File: config.mk
export PLATFORM = sky130hd
export DESIGN_NAME = prbs_rate_sweep_ctrl_flat
export DESIGN_NICKNAME = d
export VERILOG_FILES = /design/src/rtl/prbs_rate_sweep_if.sv /design/src/rtl/prbs_rate_sweep_ctrl.sv /design/src/flat_wrapper.sv
export SDC_FILE = /design/constraint.sdc
export NUM_CORES = 1
export LEC_CHECK = 0
export BUFFER_PORTS_ARGS = -buffer_cell sky130_fd_sc_hd__buf_2
export CORE_MARGIN = 8
export CORE_UTILIZATION = 45
export DETAILED_ROUTE_END_ITERATION = 10
export PLACE_DENSITY_LB_ADDON = 0.2
export SLEW_MARGIN = 15
export SYNTH_ARGS = -nofsm -noshare
export SYNTH_HDL_FRONTEND = slang
export SYNTH_SLANG_ARGS = --single-unit
File: constraint.sdc
create_clock -name clk -period 6.05 [get_ports clk]
set_input_delay 0.3025 -clock clk [delete_from_list [all_inputs] [get_ports clk]]
set_output_delay 0.3025 -clock clk [all_outputs]
set_load 0.02 [all_outputs]
File: src/rtl/prbs_rate_sweep_if.sv
// Bundle of the sweep controller's control, configuration and generator-side
// signals.
//   master : drives start/stop/loop_mode, the table write port and sym_tick;
//            observes the generator controls and the status flags.
//   slave  : the controller side, with the directions reversed.
interface prbs_rate_sweep_if #(
   parameter int RATE_NUM = 4,
   parameter int DIV_W    = 32,
   parameter int SYMS_W   = 16
);
   localparam int IDX_W = $clog2(RATE_NUM);

   logic              start;
   logic              stop;
   logic              loop_mode;
   logic              cfg_we;
   logic [IDX_W-1:0]  cfg_addr;
   logic [DIV_W-1:0]  cfg_div;
   logic [SYMS_W-1:0] cfg_syms;
   logic              sym_tick;
   logic [DIV_W-1:0]  div_value;
   logic              gen_en;
   logic              seed_load;
   logic [IDX_W-1:0]  rate_idx;
   logic              busy;
   logic              done;
   logic              cfg_err;

   modport master (
      output start, stop, loop_mode, cfg_we, cfg_addr, cfg_div, cfg_syms, sym_tick,
      input  div_value, gen_en, seed_load, rate_idx, busy, done, cfg_err
   );

   modport slave (
      input  start, stop, loop_mode, cfg_we, cfg_addr, cfg_div, cfg_syms, sym_tick,
      output div_value, gen_en, seed_load, rate_idx, busy, done, cfg_err
   );
endinterface

File: src/rtl/prbs_rate_sweep_ctrl.sv
// Sweep sequencer for the PRBS/Manchester generator. It holds a table of
// (divider, symbol count) entries. For each entry with a non-zero symbol
// count it loads the divider, pulses the LFSR seed reload, and enables the
// generator for the programmed number of symbols. It then moves on to the
// next entry. Sweeps run once or repeat, and stop aborts them.
//
// Ports: clk, rst_n (async, active low); bus (slave modport) carries
//   start/stop/loop_mode, the cfg_* table write port, sym_tick from the
//   generator, and the registered outputs div_value, gen_en, seed_load,
//   rate_idx, busy, done and cfg_err.
//
// state | meaning
// IDLE  | waiting for start; table writes accepted
// SCAN  | checking one table entry per cycle for a non-zero symbol count
// LOAD  | one cycle: present divider/index, pulse seed_load
// RUN   | generator enabled, counting sym_tick up to the entry's count
// DONE  | one cycle: done pulse, then back to IDLE
module prbs_rate_sweep_ctrl #(
   parameter int RATE_NUM = 4,
   parameter int DIV_W    = 32,
   parameter int SYMS_W   = 16,
   parameter int DIV_MIN  = 4
) (
   input  logic                clk,
   input  logic                rst_n,
   prbs_rate_sweep_if.slave    bus
);
   localparam int IDX_W = $clog2(RATE_NUM);

   typedef enum logic [2:0] {IDLE, SCAN, LOAD, RUN, DONE} state_t;

   state_t            state;
   logic [DIV_W-1:0]  div_tbl  [RATE_NUM];
   logic [SYMS_W-1:0] syms_tbl [RATE_NUM];
   logic [IDX_W-1:0]  idx;
   logic [IDX_W:0]    scan_cnt;
   logic [SYMS_W-1:0] sym_cnt;
   logic              ran;
   logic              loop_lat;
   logic              wrap_end;

   logic [DIV_W-1:0]  div_value_q;
   logic              gen_en_q;
   logic              seed_load_q;
   logic [IDX_W-1:0]  rate_idx_q;
   logic              busy_q;
   logic              done_q;
   logic              cfg_err_q;

   logic cur_valid;
   logic at_last;
   logic stop_hit;

   assign cur_valid = (syms_tbl[idx] != '0);
   assign at_last   = (idx == IDX_W'(RATE_NUM - 1));
   assign stop_hit  = bus.stop && ((state == SCAN) || (state == LOAD) || (state == RUN));

   always_ff @(posedge clk or negedge rst_n) begin
      if (!rst_n) begin
         state       <= IDLE;
         idx         <= '0;
         scan_cnt    <= '0;
         sym_cnt     <= '0;
         ran         <= 1'b0;
         loop_lat    <= 1'b0;
         wrap_end    <= 1'b0;
         div_value_q <= '0;
         gen_en_q    <= 1'b0;
         seed_load_q <= 1'b0;
         rate_idx_q  <= '0;
         busy_q      <= 1'b0;
         done_q      <= 1'b0;
         cfg_err_q   <= 1'b0;
         for (int i = 0; i < RATE_NUM; i++) begin
            div_tbl[i]  <= DIV_W'(DIV_MIN);
            syms_tbl[i] <= '0;
         end
      end else begin
         seed_load_q <= 1'b0;
         done_q      <= 1'b0;
         cfg_err_q   <= 1'b0;

         if (bus.cfg_we) begin
            if ((state == IDLE) && (bus.cfg_div >= DIV_W'(DIV_MIN))) begin
               div_tbl[bus.cfg_addr]  <= bus.cfg_div;
               syms_tbl[bus.cfg_addr] <= bus.cfg_syms;
            end else begin
               cfg_err_q <= 1'b1;
            end
         end

         // stop outranks everything, including an end-of-entry tick this cycle
         if (stop_hit) begin
            state    <= DONE;
            gen_en_q <= 1'b0;
            done_q   <= 1'b1;
         end else begin
            case (state)
               IDLE: begin
                  if (bus.start && !bus.stop) begin
                     state    <= SCAN;
                     idx      <= '0;
                     scan_cnt <= '0;
                     ran      <= 1'b0;
                     wrap_end <= 1'b0;
                     loop_lat <= bus.loop_mode;
                     busy_q   <= 1'b1;
                  end
               end
               SCAN: begin
                  // wrap_end: the entry just finished was the last one of a single pass
                  if (wrap_end) begin
                     state  <= DONE;
                     done_q <= 1'b1;
                  end else if (cur_valid) begin
                     state <= LOAD;
                  end else if ((scan_cnt == (IDX_W+1)'(RATE_NUM - 1)) ||
                               (at_last && (!loop_lat || !ran))) begin
                     state  <= DONE;
                     done_q <= 1'b1;
                  end else begin
                     idx      <= idx + 1'b1;
                     scan_cnt <= scan_cnt + 1'b1;
                  end
               end
               LOAD: begin
                  div_value_q <= div_tbl[idx];
                  rate_idx_q  <= idx;
                  seed_load_q <= 1'b1;
                  sym_cnt     <= '0;
                  ran         <= 1'b1;
                  gen_en_q    <= 1'b1;
                  state       <= RUN;
               end
               RUN: begin
                  if (bus.sym_tick) begin
                     if (sym_cnt == (syms_tbl[idx] - SYMS_W'(1))) begin
                        gen_en_q <= 1'b0;
                        state    <= SCAN;
                        idx      <= idx + 1'b1;
                        scan_cnt <= '0;
                        wrap_end <= at_last && !loop_lat;
                     end else begin
                        sym_cnt <= sym_cnt + 1'b1;
                     end
                  end
               end
               DONE: begin
                  state  <= IDLE;
                  busy_q <= 1'b0;
               end
               default: begin
                  state    <= IDLE;
                  busy_q   <= 1'b0;
                  gen_en_q <= 1'b0;
               end
            endcase
         end
      end
   end

   assign bus.div_value = div_value_q;
   assign bus.gen_en    = gen_en_q;
   assign bus.seed_load = seed_load_q;
   assign bus.rate_idx  = rate_idx_q;
   assign bus.busy      = busy_q;
   assign bus.done      = done_q;
   assign bus.cfg_err   = cfg_err_q;
endmodule

File: src/flat_wrapper.sv
// flat-port wrapper written by rule: the top's interface ports become plain ports
module prbs_rate_sweep_ctrl_flat 
#(
   parameter int RATE_NUM = 4,
   parameter int DIV_W    = 32,
   parameter int SYMS_W   = 16,
   parameter int DIV_MIN  = 4
)
  (clk, rst_n, bus_start, bus_stop, bus_loop_mode, bus_cfg_we, bus_cfg_addr, bus_cfg_div, bus_cfg_syms, bus_sym_tick, bus_div_value, bus_gen_en, bus_seed_load, bus_rate_idx, bus_busy, bus_done, bus_cfg_err);
  prbs_rate_sweep_if #(.RATE_NUM(RATE_NUM), .DIV_W(DIV_W), .SYMS_W(SYMS_W)) bus_i ();
  input  logic clk;
  input  logic rst_n;
  input wire logic [$bits(bus_i.start)-1:0] bus_start;
  input wire logic [$bits(bus_i.stop)-1:0] bus_stop;
  input wire logic [$bits(bus_i.loop_mode)-1:0] bus_loop_mode;
  input wire logic [$bits(bus_i.cfg_we)-1:0] bus_cfg_we;
  input wire logic [$bits(bus_i.cfg_addr)-1:0] bus_cfg_addr;
  input wire logic [$bits(bus_i.cfg_div)-1:0] bus_cfg_div;
  input wire logic [$bits(bus_i.cfg_syms)-1:0] bus_cfg_syms;
  input wire logic [$bits(bus_i.sym_tick)-1:0] bus_sym_tick;
  output wire logic [$bits(bus_i.div_value)-1:0] bus_div_value;
  output wire logic [$bits(bus_i.gen_en)-1:0] bus_gen_en;
  output wire logic [$bits(bus_i.seed_load)-1:0] bus_seed_load;
  output wire logic [$bits(bus_i.rate_idx)-1:0] bus_rate_idx;
  output wire logic [$bits(bus_i.busy)-1:0] bus_busy;
  output wire logic [$bits(bus_i.done)-1:0] bus_done;
  output wire logic [$bits(bus_i.cfg_err)-1:0] bus_cfg_err;
  assign bus_i.start = bus_start;
  assign bus_i.stop = bus_stop;
  assign bus_i.loop_mode = bus_loop_mode;
  assign bus_i.cfg_we = bus_cfg_we;
  assign bus_i.cfg_addr = bus_cfg_addr;
  assign bus_i.cfg_div = bus_cfg_div;
  assign bus_i.cfg_syms = bus_cfg_syms;
  assign bus_i.sym_tick = bus_sym_tick;
  assign bus_div_value = bus_i.div_value;
  assign bus_gen_en = bus_i.gen_en;
  assign bus_seed_load = bus_i.seed_load;
  assign bus_rate_idx = bus_i.rate_idx;
  assign bus_busy = bus_i.busy;
  assign bus_done = bus_i.done;
  assign bus_cfg_err = bus_i.cfg_err;
  prbs_rate_sweep_ctrl #(.RATE_NUM(RATE_NUM), .DIV_W(DIV_W), .SYMS_W(SYMS_W), .DIV_MIN(DIV_MIN)) u_core (.clk(clk), .rst_n(rst_n), .bus(bus_i));
endmodule
# After elaboration in Yosys (flattened, before gate mapping)
# Cells that the tools add are included.
[totals]
ff_bits = 258
inputBits = 57
out_inout_bits = 39
elab_cells = 141
[classes]
add_sub_neg = 4
order_cmp = 4
eq_ne = 19
mux = 57
bitwise_logic = 4
reduce_logical = 31
[ops]
columns = ["cell", "count"]
rows = [
  ["128-bit bitwise mux", 1],
  ["32-bit two-way mux", 3],
  ["16-bit two-way mux", 5],
  ["32-bit binary-select mux with 2-bit select", 1],
  ["64-bit bitwise mux", 1],
  ["32-bit demux with 2-bit select", 1],
  ["3-bit two-way mux", 13],
  ["16-bit binary-select mux with 2-bit select", 1],
  ["16-bit demux with 2-bit select", 1],
  ["32-bit by 3-bit greater-or-equal comparator with 1-bit output (second input constant)", 1],
  ["16-bit case mux with 2 select lines", 1],
  ["16-bit by 1-bit adder with 16-bit output (second input constant)", 1],
  ["16-bit equality test", 1],
  ["1-bit two-way mux", 16],
  ["16-bit nonzero test", 1],
  ["16-bit by 1-bit subtractor with 16-bit output (second input constant)", 1],
  ["2-bit != test (second input constant)", 7],
  ["2-bit two-way mux", 6],
  ["3-bit case mux with 4 select lines", 1],
  ["3-bit AND reduction", 4],
  ["3-bit by 2-bit equality test with 1-bit output (second input constant)", 3],
  ["3-bit by 2-bit != test with 1-bit output (second input constant)", 3],
  ["3-bit case mux with 3 select lines", 1],
  ["4-bit AND reduction", 2],
  ["24 further kinds", 43],
]

# Logic depth before layout (Yosys ltp)
[logic_depth]
word_depth = 10
mapped_depth = 14
mapped_depth_nobuf = 12

# Least setup slack after synthesis
# No wires, ideal clock.
[synth_timing]
path_type = "register to register"
start = "reg u_core.idx[0]"
end = "reg u_core.sym_cnt[15]"
setup_time_ps = 127
arrival_time_ps = 3487
t_required_ps = 5923
path_slack_ps = 2435
stages_incl_launch_ff = 11
n_path_buf = 1
period_less_slack_ps = 3615
path_cell_list = "dfrtp_1 -> buf_6 -> mux4_1 -> or4_4 -> or4_4 -> a221oi_2 -> o211ai_2 -> a31oi_4 -> a311oi_1 -> nand4_1 -> mux2_1"
[synth_via]
elab_chain_cells = 8
[synth_rtl]
columns = ["element", "line_no", "text"]
rows = [
  ["from (decl)", "prbs_rate_sweep_ctrl.sv:35", "logic [IDX_W-1:0] idx;"],
  ["from (signal assigned)", "prbs_rate_sweep_ctrl.sv:122", "idx <= idx + 1'b1;"],
  ["from (signal assigned)", "prbs_rate_sweep_ctrl.sv:140", "idx <= idx + 1'b1;"],
  ["2-bit NOT with 3-bit output (implied by the code)", "prbs_rate_sweep_ctrl.sv:137", "if (sym_cnt == (syms_tbl[idx] - SYMS_W'(1))) begin"],
  ["16-bit binary-select mux with 2-bit select", "prbs_rate_sweep_ctrl.sv:137", ""],
  ["16-bit two-way mux (implied by the code) (2 in series)", "prbs_rate_sweep_ctrl.sv:137", ""],
  ["16-bit by 1-bit subtractor with 16-bit output", "prbs_rate_sweep_ctrl.sv:137", ""],
  ["16-bit equality test", "prbs_rate_sweep_ctrl.sv:137", ""],
  ["2-bit != test (no source line)", "-", ""],
  ["4-bit AND reduction (no source line)", "-", ""],
  ["to (signal assigned)", "prbs_rate_sweep_ctrl.sv:144", "sym_cnt <= sym_cnt + 1'b1;"],
  ["to (decl)", "prbs_rate_sweep_ctrl.sv:37", "logic [SYMS_W-1:0] sym_cnt;"],
]
# No other way between the ends. The select of a mux whose other input is x is not followed.
# A chain may end at the register's enable or synchronous reset.

# Worst setup path after layout
# Same ends and word-level chain as after synthesis.

==> impl_results.md <==
- Leakage: 5.97 nW
- Clk sinks: 258
- Run status: complete, no violations
- R2R Path End: u_core.sym_cnt[15]$_DFFE_PN0P_
- DR WL/cell: 20.0 um
- Layout overhead on the synthesized area: 15.0%
- DP HPWL: 17100 um
- Pwr/cell area: 512 nW/um^2
- CTS tree: built
- RSZ-0062 raised after global routing: no
- Design Area, Final: 13800 um^2
- Multi-input logic area: 5320 um^2
- Maximum vdd drop: 281 uV
- H-Tree Level Count: 1
- ANT nets after route: 0
- Worst reg2reg setup slack: 1630 ps
- Share of flip-flops with an asynchronous set or reset: 100%
- Clk Latency, worst-skew pair: 540 ps
- Layout Cells excl Fill: 1340
- Distinct cells, synth: 69
- I/O pin count: 96
- WS Path Type: register to register
- # setup viols final: 0
- Vias in the first global route: 8053
- M1 GR Usage: 23.4%
- Residual DRC: 0
- Worst min-delay path class: input pin to register
- Worst Setup Start Kind: register
- Register area share after synthesis: 53.9%
- Critical path origin: u_core.idx[0]$_DFFE_PN0P_
- Synth Flop Type: dfrtp_1
- DR pass1 iterations: 4
- Final hold slack: 12.4 ps
- Hold Fails Final Rpt: 0
- # rows: 59
- Routed wire length: 26800 um
- Global Route Usage Sum: 17.4%
- Final worst path period share: 73.1%
- Slew @ Worst Pin: 1010 ps
- CP Capture Type: register
- Max Clock Skew: 12.4 ps
- Worst EP arrival: 4840 ps
- GR Overflow Total: 0
- Worst r2r src: u_core.idx[0]$_DFFE_PN0P_
- Cells after Synth: 891
- Initial antenna violation count: 4
- Max Fanout on Critical Path: 32
- Mapped Nets: 954
- GP Congestion: 0.835
- Ant. Diodes: 0
- Die width: 179 um
- Via-to-Cell Ratio: 5.59
- #FFs+latches synth: 258
- CTS root buf: clkbuf_16
- Worst r2r path cells: 12
- Synth Warn #: 0
- Placed cells: 1286
- Normalized max-slew margin: 32.5%
- Mapped Avg Cell Area: 13.5 um^2
- GRT met3 Usage: 3.29%
- Area of the die: 32100 um^2
- Fmax: 0.226 GHz
- Clock Pin Slew Worst Setup and Hold Paths: 60 ps
- Max-slew violations: 0
- Fin nets: 1047
- Iter 0 DRT Violations: 422
- Initial Utilization: 45.9%
- Data required, critical path: 6470 ps
- Setup TNS: 0 ps
- Die Span Y: 179 um
- Max Root-Sink Buffers: 3
- Total number of vias: 7497
- Largest net degree at the start of global routing: 165
- First-pass GRT wire length: 44500 um
- GR peak layer: met2
- Core region area: 26100 um^2
- Area of placed instances: 12800 um^2
- Share of post-route cells with drive strength above 1: 42.1%
- FF+latch area: 6470 um^2
- Cell Area, Synth: 12000 um^2
- Number of buffers created by CTS: 29
- Port bufs: 95
- Crit path to: u_core.sym_cnt[15]$_DFFE_PN0P_
- Fillers: 2274
- Tmin final: 4420 ps
- GRT met2 Usage: 28.8%
- Max Cap Viol: 0
- Post-synth EDFFs: 0
-- state kept, by name, summed over array words and instances (netlist names), 2 cells and up --
signal / cells
u_core.bus.rate_idx: 2
u_core.idx: 2
u_core.bus.div_value: 32
u_core.sym_cnt: 16
u_core.state: 3
u_core.scan_cnt: 3
u_core.syms_tbl: 64
u_core.div_tbl: 128
-- cell families (layout without fill, tap and decap cells) --
| family | count (synthesis) | after routing | share of synthesized area, % |
|---|---|---|---|
| flip-flops | 258 | 258 | 53.9 |
| AND/OR/NAND/NOR | 234 | 234 | 9.57 |
| buffers and inverters | 58 | 172 | 2.04 |
| multiplexers | 251 | 251 | 28.2 |
| AO/OA/AOI/OAI | 62 | 62 | 4.07 |
| adder cells (fa/ha/maj) | 6 | 6 | 0.626 |
| XOR/XNOR | 22 | 22 | 1.61 |
-- timing repair --
item | in CTS | in global routing
hold buffers | 2 | 0
setup buffers | 0 | 0
gates resized for setup | 0 | 0
endpoints found under the hold margin | 95 | 0
-- area by class of cell --
class / instances / share of cell area (%)
Sequential cell: 258 / 46.9
Clock buffer: 45 / 6.13
Clock inverter: 7 / 0.798
Tap cell: 335 / 3.04
Timing Repair Buffer: 105 / 4.19
Inverter: 15 / 0.408
Multi-Input combinational cell: 575 / 38.6
-- cell usage in the layout, fill, tap and decap left out, types with 4 or more instances in the layout --
cell type	netlist	layout
and3_1	4	4
a21oi_1	10	10
ha_1	6	6
inv_1	14	14
clkbuf_1	19	10
xor2_1	8	8
a31oi_1	4	4
mux4_1	6	6
dfstp_2	4	4
nor2_1	24	22
clkbuf_8	0	6
clkinv_2	0	4
nand2_1	123	122
buf_4	0	7
o21ai_0	10	10
dfrtp_1	254	252
mux2i_1	5	5
mux2_2	196	196
xnor2_1	14	14
o31ai_1	5	5
clkbuf_16	0	29
buf_2	3	94
a211oi_1	4	4
nand2b_1	4	4
nand3_1	14	13
nand4_1	9	9
or3_1	4	4
nor4_1	13	12
mux4_2	42	42
nor3_1	11	11
-- worst min path at each step --
stage / from / cells past startpoint / endpoint / slack, ps
after floorplan: rst_n / 0 / u_core.bus.busy$_DFFE_PN0P_ / 7
after global placement: rst_n / 1 / u_core.bus.done$_DFF_PN0_ / 400
after detailed placement: rst_n / 1 / u_core.bus.done$_DFF_PN0_ / 400
after CTS: bus_loop_mode / 2 / u_core.loop_lat$_DFFE_PN0P_ / 2
after global routing: bus_loop_mode / 2 / u_core.loop_lat$_DFFE_PN0P_ / 5
final: bus_loop_mode / 2 / u_core.loop_lat$_DFFE_PN0P_ / 10
-- worst max-delay path: stages (launching register included) --
cell and delay [ps]:
dfrtp_4 850, mux4_1 750, inv_1 120, ha_1 210
nand2_1 90, o22ai_1 330, nand2_1 190, o31a_1 290
o22ai_2 250, nor2_2 130, a311oi_1 580, nand4_1 170
mux2_1 330
-- cells in the mapped netlist (3+ instances only) --
library cell  instances  share of area, %
nor3b_1               3              0.19
mux2_2              196                18
mux4_1                6               1.3
nor4_1               13              0.68
xnor2_1              14               1.0
a21o_1                3              0.19
a21oi_1              10              0.42
buf_6                 3              0.28
nand4_1               9              0.47
mux4_2               42               7.9
o21ai_0              10              0.42
dfstp_2               4              0.88
nand2_1             123               3.8
inv_1                14              0.44
or3_1                 4              0.21
nand3_1              14              0.58
ha_1                  6              0.63
buf_2                 3              0.13
nor2_1               24              0.75
buf_1                17              0.53
o31ai_1               5              0.31
dfrtp_1             254                53
xor2_1                8              0.58
a31o_2                3              0.22
a31oi_1               4              0.21
and3_1                4              0.21
nor3_1               11              0.46
a22o_1                3              0.22
clkbuf_1             19              0.59
nand2b_1              4              0.21
a211oi_1              4              0.25
mux2i_1               5              0.42
or4_1                 3              0.19
-- through the flow --
stage | setup WS [ps] | utilization [%] | power [mW]
global route | 1300 | 52.8 | 7.51
finish | 1630 | 52.8 | 7.06
global placement | 1720 | 49.1 | 5.27
detailed placement | 1610 | 49.1 | 5.35
CTS | 1610 | 52.8 | 7.14
floorplan | 2440 | - | 4.71
-- per-layer routing --
metal	up-vias	wire length, um
li1	3448	-
met2	122	12900
met5	-	53
met1	3873	12300
met4	8	551
met3	46	1070
-- where the power goes --
group | switching [mW] | total, mW | internal (mW)
Combinational | 1.10 | 2.33 | 1.23
Sequential | 0.450 | 2.98 | 2.53
Clock | 0.673 | 1.75 | 1.08
Total | 2.22 | 7.06 | 4.84
No activity file was read; power rests on OpenSTA's default activity.
